### config.mk
export PLATFORM = sky130hd
export DESIGN_NAME = scan_seq16_flat
export DESIGN_NICKNAME = d
export VERILOG_FILES = /design/src/rtl/scan_seq16_pkg.sv /design/src/rtl/scan_seq16_if.sv /design/src/rtl/next_unmasked16.sv /design/src/rtl/scan_seq16.sv /design/src/flat_wrapper.sv
export SDC_FILE = /design/constraint.sdc
export NUM_CORES = 1
export LEC_CHECK = 0
export BUFFER_PORTS_ARGS = -buffer_cell sky130_fd_sc_hd__buf_2
export CAP_MARGIN = 20
export CORE_UTILIZATION = 40
export DETAILED_ROUTE_END_ITERATION = 8
export PLACE_DENSITY_LB_ADDON = 0.08
export SETUP_SLACK_MARGIN = 0.02
export SLEW_MARGIN = 20
export SYNTH_ARGS = -nofsm -noshare
export SYNTH_HDL_FRONTEND = slang
export SYNTH_SLANG_ARGS = --single-unit
### constraint.sdc
create_clock -name Clock -period 4.8 [get_ports Clock]
set_input_delay 0.24 -clock Clock [delete_from_list [all_inputs] [get_ports Clock]]
set_output_delay 0.24 -clock Clock [all_outputs]
set_load 0.02 [all_outputs]
### src/rtl/scan_seq16_pkg.sv
// Shared types and constants for the 16-line decoder scan sequencer.
package scan_seq16_pkg;

    typedef enum logic {
        IDLE = 1'b0,
        RUN  = 1'b1
    } state_t;

    localparam logic        MODE_CONT   = 1'b0;
    localparam logic        MODE_SWEEP  = 1'b1;
    localparam logic [15:0] ALL_SKIPPED = 16'hFFFF;

endpackage

### src/rtl/scan_seq16_if.sv
// Control/status bundle between a scan requester and the scan_seq16 sequencer.
interface scan_seq16_if #(parameter int DWELL_W = 8);

    logic               Start;
    logic               Stop;
    logic               Mode;
    logic [DWELL_W-1:0] Dwell;
    logic [15:0]        Skip;
    logic [3:0]         W;
    logic               En;
    logic               Busy;
    logic               Done;
    logic               Wrap;

    modport master (
        output Start, Stop, Mode, Dwell, Skip,
        input  W, En, Busy, Done, Wrap
    );

    modport slave (
        input  Start, Stop, Mode, Dwell, Skip,
        output W, En, Busy, Done, Wrap
    );

endinterface

### src/rtl/next_unmasked16.sv
// Skip-mask search: next unmasked line above the current one, and the lowest
// unmasked line overall.
module next_unmasked16
    import scan_seq16_pkg::*;
(
    input  logic [3:0]  cur_i,
    input  logic [15:0] skip_i,
    output logic [3:0]  next_o,
    output logic        found_above_o,
    output logic [3:0]  lowest_o,
    output logic        any_unmasked_o
);

    always_comb begin
        next_o         = 4'd0;
        found_above_o  = 1'b0;
        lowest_o       = 4'd0;
        any_unmasked_o = (skip_i != ALL_SKIPPED);
        // Scanning downwards leaves the lowest qualifying index as the winner.
        for (int i = 15; i >= 0; i--) begin
            if (!skip_i[i]) begin
                lowest_o = 4'(i);
                if (i > int'(cur_i)) begin
                    next_o        = 4'(i);
                    found_above_o = 1'b1;
                end
            end
        end
    end

endmodule

### src/rtl/scan_seq16.sv
// Scan sequencer driving the select code and enable of a 4-to-16 active-low
// decoder, with per-line dwell, skip mask, single-sweep and continuous modes.
module scan_seq16
    import scan_seq16_pkg::*;
#(
    parameter int DWELL_W = 8
) (
    input  logic        Clock,
    input  logic        Resetn,
    scan_seq16_if.slave bus
);

    state_t             state_q, state_d;
    logic               mode_q, mode_d;
    logic [DWELL_W-1:0] dwell_q, dwell_d;
    logic [15:0]        skip_q, skip_d;
    logic [DWELL_W-1:0] cnt_q, cnt_d;
    logic [3:0]         w_q, w_d;
    logic               en_q, en_d;
    logic               busy_q, busy_d;
    logic               done_q, done_d;
    logic               wrap_q, wrap_d;

    logic [15:0] mask_sel;
    logic [3:0]  next_idx;
    logic        found_above;
    logic [3:0]  lowest_idx;
    logic        any_unmasked;

    // In IDLE the live mask decides the first line; in RUN only the latched one counts.
    assign mask_sel = (state_q == IDLE) ? bus.Skip : skip_q;

    next_unmasked16 u_search (
        .cur_i          (w_q),
        .skip_i         (mask_sel),
        .next_o         (next_idx),
        .found_above_o  (found_above),
        .lowest_o       (lowest_idx),
        .any_unmasked_o (any_unmasked)
    );

    always_comb begin
        state_d = state_q;
        mode_d  = mode_q;
        dwell_d = dwell_q;
        skip_d  = skip_q;
        cnt_d   = cnt_q;
        w_d     = w_q;
        en_d    = en_q;
        busy_d  = busy_q;
        done_d  = 1'b0;
        wrap_d  = 1'b0;

        unique case (state_q)
            IDLE: begin
                w_d    = 4'd0;
                en_d   = 1'b0;
                busy_d = 1'b0;
                if (bus.Start && !bus.Stop) begin
                    mode_d  = bus.Mode;
                    dwell_d = bus.Dwell;
                    skip_d  = bus.Skip;
                    if (any_unmasked) begin
                        state_d = RUN;
                        w_d     = lowest_idx;
                        en_d    = 1'b1;
                        busy_d  = 1'b1;
                        cnt_d   = bus.Dwell;
                    end else begin
                        done_d = 1'b1;
                    end
                end
            end
            RUN: begin
                if (bus.Stop) begin
                    state_d = IDLE;
                    w_d     = 4'd0;
                    en_d    = 1'b0;
                    busy_d  = 1'b0;
                end else if (cnt_q != '0) begin
                    cnt_d = cnt_q - 1'b1;
                end else if (found_above) begin
                    w_d   = next_idx;
                    cnt_d = dwell_q;
                end else if (mode_q == MODE_SWEEP) begin
                    state_d = IDLE;
                    w_d     = 4'd0;
                    en_d    = 1'b0;
                    busy_d  = 1'b0;
                    done_d  = 1'b1;
                end else begin
                    w_d    = lowest_idx;
                    cnt_d  = dwell_q;
                    wrap_d = 1'b1;
                end
            end
            default: state_d = IDLE;
        endcase
    end

    always_ff @(posedge Clock or negedge Resetn) begin
        if (!Resetn) begin
            state_q <= IDLE;
            mode_q  <= MODE_CONT;
            dwell_q <= '0;
            skip_q  <= '0;
            cnt_q   <= '0;
            w_q     <= 4'd0;
            en_q    <= 1'b0;
            busy_q  <= 1'b0;
            done_q  <= 1'b0;
            wrap_q  <= 1'b0;
        end else begin
            state_q <= state_d;
            mode_q  <= mode_d;
            dwell_q <= dwell_d;
            skip_q  <= skip_d;
            cnt_q   <= cnt_d;
            w_q     <= w_d;
            en_q    <= en_d;
            busy_q  <= busy_d;
            done_q  <= done_d;
            wrap_q  <= wrap_d;
        end
    end

    assign bus.W    = w_q;
    assign bus.En   = en_q;
    assign bus.Busy = busy_q;
    assign bus.Done = done_q;
    assign bus.Wrap = wrap_q;

endmodule

### src/flat_wrapper.sv
// flat-port wrapper written by rule: the top's interface ports become plain ports
module scan_seq16_flat import scan_seq16_pkg::*;
#(
    parameter int DWELL_W = 8
)
  (Clock, Resetn, bus_Start, bus_Stop, bus_Mode, bus_Dwell, bus_Skip, bus_W, bus_En, bus_Busy, bus_Done, bus_Wrap);
  scan_seq16_if #(.DWELL_W(DWELL_W)) bus_i ();
  input  logic Clock;
  input  logic Resetn;
  input wire logic [$bits(bus_i.Start)-1:0] bus_Start;
  input wire logic [$bits(bus_i.Stop)-1:0] bus_Stop;
  input wire logic [$bits(bus_i.Mode)-1:0] bus_Mode;
  input wire logic [$bits(bus_i.Dwell)-1:0] bus_Dwell;
  input wire logic [$bits(bus_i.Skip)-1:0] bus_Skip;
  output wire logic [$bits(bus_i.W)-1:0] bus_W;
  output wire logic [$bits(bus_i.En)-1:0] bus_En;
  output wire logic [$bits(bus_i.Busy)-1:0] bus_Busy;
  output wire logic [$bits(bus_i.Done)-1:0] bus_Done;
  output wire logic [$bits(bus_i.Wrap)-1:0] bus_Wrap;
  assign bus_i.Start = bus_Start;
  assign bus_i.Stop = bus_Stop;
  assign bus_i.Mode = bus_Mode;
  assign bus_i.Dwell = bus_Dwell;
  assign bus_i.Skip = bus_Skip;
  assign bus_W = bus_i.W;
  assign bus_En = bus_i.En;
  assign bus_Busy = bus_i.Busy;
  assign bus_Done = bus_i.Done;
  assign bus_Wrap = bus_i.Wrap;
  scan_seq16 #(.DWELL_W(DWELL_W)) u_core (.Clock(Clock), .Resetn(Resetn), .bus(bus_i));
endmodule
==> metrics.txt, run 1 <==
status finished, final reports clean; PostCTS Resize Cnt 0; die area a little under 0.008 mm²; commonest non-fill, non-tap cells in the layout dfrtp_1, buf_2, mux2_2; slowest stage cell, crit path dfrtp_2; H-tree level count 2; Crit path depth 7; Nets 370; Synth async-reset ratio 100%; Critical Path AT approximately 3.3 ns; Hold Fails Final Rpt 0; worst vdd ir between 150 and 200 µV; Iter 0 DRT Violations 250; Final TNS setup 0 ns; Relative slew margins 39.2%; Worst Setup Slack, final ~1.7 ns; clock root cell clkbuf_8; Seq/Total Area, Yosys around 34%; synthesis-stage register bit count ~40; Worst path top cell family by delay compound AO/OA/AOI/OAI gates; post-route ant nets 0; Vias/cell ~6; vias in the first global route 2334; Post-CTS Setup Inserts 0; Worst Path Max Fanout 33; ANT cells 0; post-DP HPWL approximately 5.5 mm; CP max stage delay about 0.80 ns; Unique masters post-synth 64; Hold-fix buffers, CTS 0; Core ar. 0.00725 mm²; CP Capture Type flop; pwr/cell area about 360 mW/mm²; Leak Pwr between 1 and 1.5 nW; die height approximately 90 µm; final wirelength 7.52 mm; Hold Path Class input port to asynchronous set/reset pin; Post-route DRC 0; Post-Syn Instances between 300 and 400; Period minus WS final ~3.1 ns; crit-path cells buf_4 > mux2_2 > a22o_1 > o21ai_1 > nor4_2 > o21ai_4 > mux2_4; Worst setup SP type flop; IO Pins 37; Reg2Reg Depth 7; period utilization between 60% and 70%; CTS tree yes; mapped cell area between 0.002 and 0.003 mm²; Setup WS pre-CTS approximately 1.8 ns; Clock Pin Slew Worst Setup and Hold Paths ~0.08 ns; GRT Resource Usage Total 20.3%; Mapped Nets between 300 and 400; Final Setup Violations 0; initial antenna violation count 0; worst hold margin between 0.07 and 0.08 ns; max_cap viols 0; critical path required time ~5 ns; DIE WIDTH just under 90 µm; Placer Congestion about 0.86; Port-buffer cells 36; Buffers & Inverters on Critical Path 1; ys flop type dfrtp_1; via count ~2600; first-pass GRT wire length ~12 mm; Yosys Warn Count 0; CTS Sinks 41; Area growth, synth to finish 10.3%; Avg Cell Area, Syn ~9.6 µm²; commonest non-fill, non-tap cell in the layout dfrtp_1; fmax about 330 MHz; Slew @ Worst Pin 0.912 ns; First-pass DRT Iterations 4; RSZ-0062 raised after global routing no; number of synthesized flops with an enable pin 0; Slew Viols, Final 0; DR WL/cell between 15 and 20 µm; FP Rows 31; critical path start-end classification flop to flop; layout cells sized above 1 27.9%; largest net degree at the start of global routing 42; clock buffer depth 2; starting density of the core 41.2%; global route overflow 0; clk_skew between 0.006 and 0.007 ns; Inserted Clock Buffers 5; worst skew pair latency roughly 0.30 ns
==> kinds of logic after synthesis <==
logic type	count (synthesis)	synth area share, %
and+or+nand+nor	112	20.6
AOI/OAI and AO/OA	77	19.1
muxes	51	19.5
DFF	41	34.3
buffers and inverters	27	5.15
xor gates and xnor gates	3	0.880
adders and majority gates	1	0.419
==> final cells by class <==
cell class,instances,area (µm²)
sequential,41,1030
inverter,11,41.3
timing repair buffer,37,188
clock buffer,6,72.6
clock inverter,2,35.0
tap,99,124
fill,743,3960
multi-input combinational,244,1810
==> path summary, 6_finish.rpt <==
check / end / start / slack (ns)
worst max-delay path: u_core.cnt_q[3]$_DFFE_PN0P_ / u_core.state_q$_DFF_PN0_ / 1.74
worst max register to register: u_core.cnt_q[3]$_DFFE_PN0P_ / u_core.state_q$_DFF_PN0_ / 1.74
max in group asynchronous: u_core.state_q$_DFF_PN0_ / Resetn / 4.10
min in group Clock: u_core.mode_q$_DFFE_PN0P_ / bus_Mode / 0.17
worst min-delay path: u_core.skip_q[11]$_DFFE_PN0P_ / Resetn / 0.07
worst min register to register: u_core.dwell_q[1]$_DFFE_PN0P_ / u_core.dwell_q[1]$_DFFE_PN0P_ / 0.51
==> power breakdown <==
| part | switching [W] | internal [W] | total [W] |
|---|---|---|---|
| clock | 0.000127 | 0.000155 | 0.000281 |
| sequential | 0.0000971 | 0.000421 | 0.000518 |
| combinational | 0.000189 | 0.000187 | 0.000376 |
| total | 0.000413 | 0.000763 | 0.00118 |
==> state kept, by name, indices dropped and copies added (netlist names) <==
| signal | flops |
|---|---|
| u_core.bus.W | 4 |
| u_core.dwell_q | 8 |
| u_core.bus.En | 1 |
| u_core.state_q | 1 |
| u_core.skip_q | 16 |
| u_core.mode_q | 1 |
| u_core.bus.Done | 1 |
| u_core.cnt_q | 8 |
| u_core.bus.Wrap | 1 |
==> synthesized netlist by cell type, types with 2 or more instances <==
| cell type | number | area (µm²) |
|---|---|---|
| dfrtp_1 | 41 | 1030 |
| mux2_2 | 31 | 349 |
| nand2_1 | 26 | 97.6 |
| nor2_1 | 21 | 78.8 |
| nand3_1 | 18 | 90.1 |
| o21ai_0 | 14 | 70.1 |
| mux2i_1 | 12 | 120 |
| inv_1 | 11 | 41.3 |
| a21oi_1 | 10 | 50.1 |
| nand3b_1 | 8 | 60.1 |
| o211ai_1 | 8 | 60.1 |
| buf_2 | 7 | 35.0 |
| a22oi_1 | 6 | 45.0 |
| and2_1 | 6 | 37.5 |
| mux2_4 | 6 | 90.1 |
| a31oi_1 | 5 | 31.3 |
| nand2b_1 | 5 | 31.3 |
| nor3_1 | 5 | 25.0 |
| nor2b_1 | 4 | 25.0 |
| a211o_1 | 3 | 26.3 |
| a211oi_1 | 3 | 22.5 |
| buf_4 | 3 | 22.5 |
| nand4_1 | 3 | 18.8 |
| nor4_2 | 3 | 37.5 |
| o221ai_1 | 3 | 26.3 |
| o31ai_1 | 3 | 22.5 |
| a2bb2oi_1 | 2 | 17.5 |
| a32o_1 | 2 | 20.0 |
| and3_1 | 2 | 12.5 |
| buf_6 | 2 | 22.5 |
| mux2_1 | 2 | 22.5 |
| o211ai_2 | 2 | 25.0 |
| o41ai_1 | 2 | 17.5 |
| or4_4 | 2 | 22.5 |
| xor2_1 | 2 | 17.5 |
==> through the flow <==
| step | area (µm²) | std cells | total power, W | util, % |
|---|---|---|---|---|
| 3_5_place_dp | 3190 | 432 | 0.000896 | 44.0 |
| 5_1_grt | 3300 | 440 | 0.00125 | 45.4 |
| 2_1_floorplan | 2990 | 312 | 0.000800 | - |
| 6_report | 3300 | 440 | 0.00118 | 45.4 |
| 3_3_place_gp | 3190 | 432 | 0.000888 | 44.0 |
| 4_1_cts | 3300 | 440 | 0.00118 | 45.4 |
==> routing by layer <==
metal / vias to the layer above / track usage, % / routed length [µm]
met5: - / 0 / 0
met3: 5 / 3.26 / 368
met2: 71 / 29.7 / 3200
met1: 1280 / 31.0 / 3870
li1: 1227 / - / -
met4: 0 / 5.28 / 77
Note: power is estimated with default switching activity, not from simulation.
==> run 2, diff against run 1 <==
Settings changed: ABC_AREA from default to 1.
Clock period 4.8 ns to 3 ns, I/O delays scaled along.
==> run 2 against run 1 <==
First-iteration DRC count is 51% lower. Count of clock-buffer cells in the layout is 1 lower. Sequential share of layout area is 3.1 points higher. Synthesized area is 11% lower. Critical path type unchanged.
==> metrics.txt, run 2 <==
Vias/cell 5.00 (was 5.87); Hold Fails Final Rpt 0 (unchanged); Final Setup Violations 0 (unchanged); largest net degree at the start of global routing 42 (unchanged); Placer Congestion 0.860 (was 0.865); DR WL/cell 12.7 µm (was 17.1 µm); Nets 442 (was 370); Synth area leader dfrtp_1 (unchanged); global route overflow 0 (unchanged); via count 2438 (was 2583); critical path start-end classification flop to flop (unchanged); FP Rows 29 (was 31); mapped cell area 0.00266 mm² (was 0.00299 mm²); Post-Syn Instances 374 (was 312); GRT Resource Usage Total 19.5% (was 20.3%); post-DP HPWL 4.74 mm (was 5.46 mm); Yosys Warn Count 0 (unchanged); top cells by count, synth nand2_1, inv_1, dfrtp_1 (was dfrtp_1, mux2_2, nand2_1); number of synthesized flops with an enable pin 0 (unchanged); ys flop type dfrtp_1 (unchanged); clk_skew 0.00752 ns (was 0.00685 ns); status finished, final reports clean (unchanged); die height 83.5 µm (was 88.4 µm); largest reg by FF count u_core.skip_q (unchanged); pwr/cell area 546 mW/mm² (was 357 mW/mm²); Iter 0 DRT Violations 123 (was 250); placed inst area 0.00289 mm² (was 0.00319 mm²); max reg flops 16 (unchanged); Seq/Total Area, Yosys 38.6% (was 34.3%); RSZ-0062 raised after global routing no (unchanged); fmax 406 MHz (was 327 MHz); DIE WIDTH 83.5 µm (was 88.4 µm); starting density of the core 41.6% (was 41.2%); Hold Path Class input port to flop (was input port to asynchronous set/reset pin); worst skew pair latency 0.29 ns (was 0.30 ns); Slew @ Worst Pin 0.493 ns (was 0.912 ns); first-pass GRT wire length 10.9 mm (was 12.1 mm); Worst path top cell family by delay simple AND/OR/NAND/NOR gates (was compound AO/OA/AOI/OAI gates); Mapped Nets 404 (was 342); Reg2Reg Depth 13 (was 7); CTS tree yes (unchanged); First-pass DRT Iterations 4 (unchanged); Worst setup SP type flop (unchanged); slowest stage cell, crit path nor2_1 (was dfrtp_2); initial antenna violation count 0 (unchanged); ANT cells 0 (unchanged); Period minus WS final 2.46 ns (was 3.06 ns); PostCTS Resize Cnt 0 (unchanged); Inserted Clock Buffers 5 (unchanged); Port-buffer cells 36 (unchanged); synthesis-stage register bit count 41 (unchanged); Crit path depth 13 (was 7); CP max stage delay 0.39 ns (was 0.80 ns); Post-route DRC 0 (unchanged); commonest non-fill, non-tap cell in the layout nand2_1 (was dfrtp_1); most frequent CP cell inv_1; layout cells sized above 1 20.7% (was 27.9%); Critical Path AT 2.64 ns (was 3.25 ns); CTS Sinks 41 (unchanged); clock root cell clkbuf_8 (unchanged); biggest regs u_core.skip_q: 16 flops, u_core.cnt_q: 8 flops, u_core.dwell_q: 8 flops (unchanged); Overall Power 0.00163 W (was 0.00118 W); Clock Pin Slew Worst Setup and Hold Paths 0.08 ns (about the same); crit-path cells inv_1 > ha_1 > nand4_1 > nor3_1 > inv_1 > nor2_1 > inv_1 > nor2_1 > a31oi_1 > o211ai_1 > o21ai_0 > nand2_1 > o21ai_2 (was buf_4 > mux2_2 > a22o_1 > o21ai_1 > nor4_2 > o21ai_4 > mux2_4); Slew Viols, Final 0 (unchanged); Leak Pwr 1.53 nW (was 1.39 nW); worst vdd ir 242 µV (was 157 µV); H-tree level count 2 (unchanged); Unique masters post-synth 34 (was 64); Avg Cell Area, Syn 7.11 µm² (was 9.58 µm²); commonest non-fill, non-tap cells in the layout nand2_1, inv_1, dfrtp_1 (was dfrtp_1, buf_2, mux2_2); clock buffer depth 2 (unchanged); Buffers & Inverters on Critical Path 3 (was 1); Relative slew margins 67.0% (was 39.2%); Synth async-reset ratio 100% (unchanged); share of the synthesized area in the top cell type 38.6% (was 34.3%); most common cell in the synthesized netlist nand2_1 (was dfrtp_1); die area 0.00697 mm² (was 0.00782 mm²); vias in the first global route 2293 (was 2334); hold depth 3; Final TNS setup 0 ns (unchanged); max_cap viols 0 (unchanged); post-route ant nets 0 (unchanged); top cells by area, synth dfrtp_1, nand2_1, inv_1 (was dfrtp_1, mux2_2, mux2i_1); critical path required time 3.18 ns (was 4.99 ns); IO Pins 37 (unchanged); CP Capture Type flop (unchanged); fin area 0.00300 mm² (was 0.00330 mm²); period utilization 82.1% (was 63.8%); Area growth, synth to finish 12.7% (was 10.3%); Worst Path Max Fanout 8 (was 33); Core ar. 0.00639 mm² (was 0.00725 mm²); final wirelength 6.21 mm (was 7.52 mm)
-- run 2: changes by cell type in the layout (fill, tap and decap cells not counted), sizes merged, moves of 6 or more --
cell,change
inv,+44
nand2b,-6
nand3b,-8
a22oi,-6
mux2i,-12
or2,+7
and2,-6
o21ai,+38
nand2,+85
mux2,-30
nor2,+16
-- run 2: final timing paths --
kind / endpoint / startpoint / slack [ns]
worst max-delay path: u_core.cnt_q[7]$_DFFE_PN0P_ / u_core.cnt_q[0]$_DFFE_PN0P_ / 0.54
worst min-delay path: u_core.mode_q$_DFFE_PN0P_ / bus_Mode / 0.11
worst max register to register: u_core.cnt_q[7]$_DFFE_PN0P_ / u_core.cnt_q[0]$_DFFE_PN0P_ / 0.54
worst min register to register: u_core.skip_q[5]$_DFFE_PN0P_ / u_core.skip_q[5]$_DFFE_PN0P_ / 0.49
max in group asynchronous: u_core.cnt_q[2]$_DFFE_PN0P_ / Resetn / 2.19
min in group asynchronous: u_core.skip_q[9]$_DFFE_PN0P_ / Resetn / 0.33
-- run 2: worst reg2reg max path, cell delays in order, from the launching register on --
cell and delay, ns:
dfrtp_1 0.38, inv_1 0.13, ha_1 0.23, nand4_1 0.17, nor3_1 0.21, inv_1 0.08
nor2_1 0.39, inv_1 0.26, nor2_1 0.14, a31oi_1 0.05, o211ai_1 0.08, o21ai_0 0.10
nand2_1 0.08, o21ai_2 0.05
-- run 2: final cells by class --
type                    count  area [µm²]
clock inverters             1        5.00
inverters                  55         206
flip-flops and latches     41        1030
well taps                  77        96.3
repair buffers             42         240
fillers                   673        3390
clock buffers               5        68.8
multi-input cells         267        1350
-- run 2: report_power, final --
group          internal [W]  switching, W  total [W]
Sequential         0.000661     0.0000730   0.000734
Clock              0.000153      0.000184   0.000337
Combinational      0.000218      0.000346   0.000564
-- run 2: cells by family (layout without fill, tap and decap cells) --
| logic type | count (synthesis) | after routing | share of synthesized area [%] |
|---|---|---|---|
| AO/OA/AOI/OAI | 81 | 81 | 18.5 |
| XOR/XNOR | 2 | 2 | 0.659 |
| adder cells (fa/ha/maj) | 1 | 1 | 0.471 |
| buffers and inverters | 66 | 103 | 10.5 |
| flip-flops | 41 | 41 | 38.6 |
| multiplexers | 9 | 9 | 3.81 |
| AND/OR/NAND/NOR | 174 | 174 | 27.4 |
-- run 2: what timing repair did --
action,in CTS,in global routing
buffers inserted,0,0
endpoints found under the hold margin,0,17
hold buffers,0,1
-- run 2: per-layer routing --
metal  track usage, %  wire (µm)  vias up
li1                 -          -     1268
met4             5.39         44        0
met5                0          0        -
met3             3.07        168        4
met1             27.3       3080     1125
met2             31.5       2920       41
-- run 2: metrics by stage --
| stage | utilization, % | worst slack, ns | hold WS (ns) | instances |
|---|---|---|---|---|
| after floorplan | - | 0.948 | -0.146 | 374 |
| after global placement | 45.3 | 0.486 | 0.358 | 480 |
| final | 46.9 | 0.536 | 0.107 | 488 |
| after global routing | 46.9 | 0.165 | 0.0973 | 488 |
| after CTS | 46.4 | 0.487 | 0.0418 | 486 |
| after detailed placement | 45.3 | 0.523 | 0.353 | 480 |
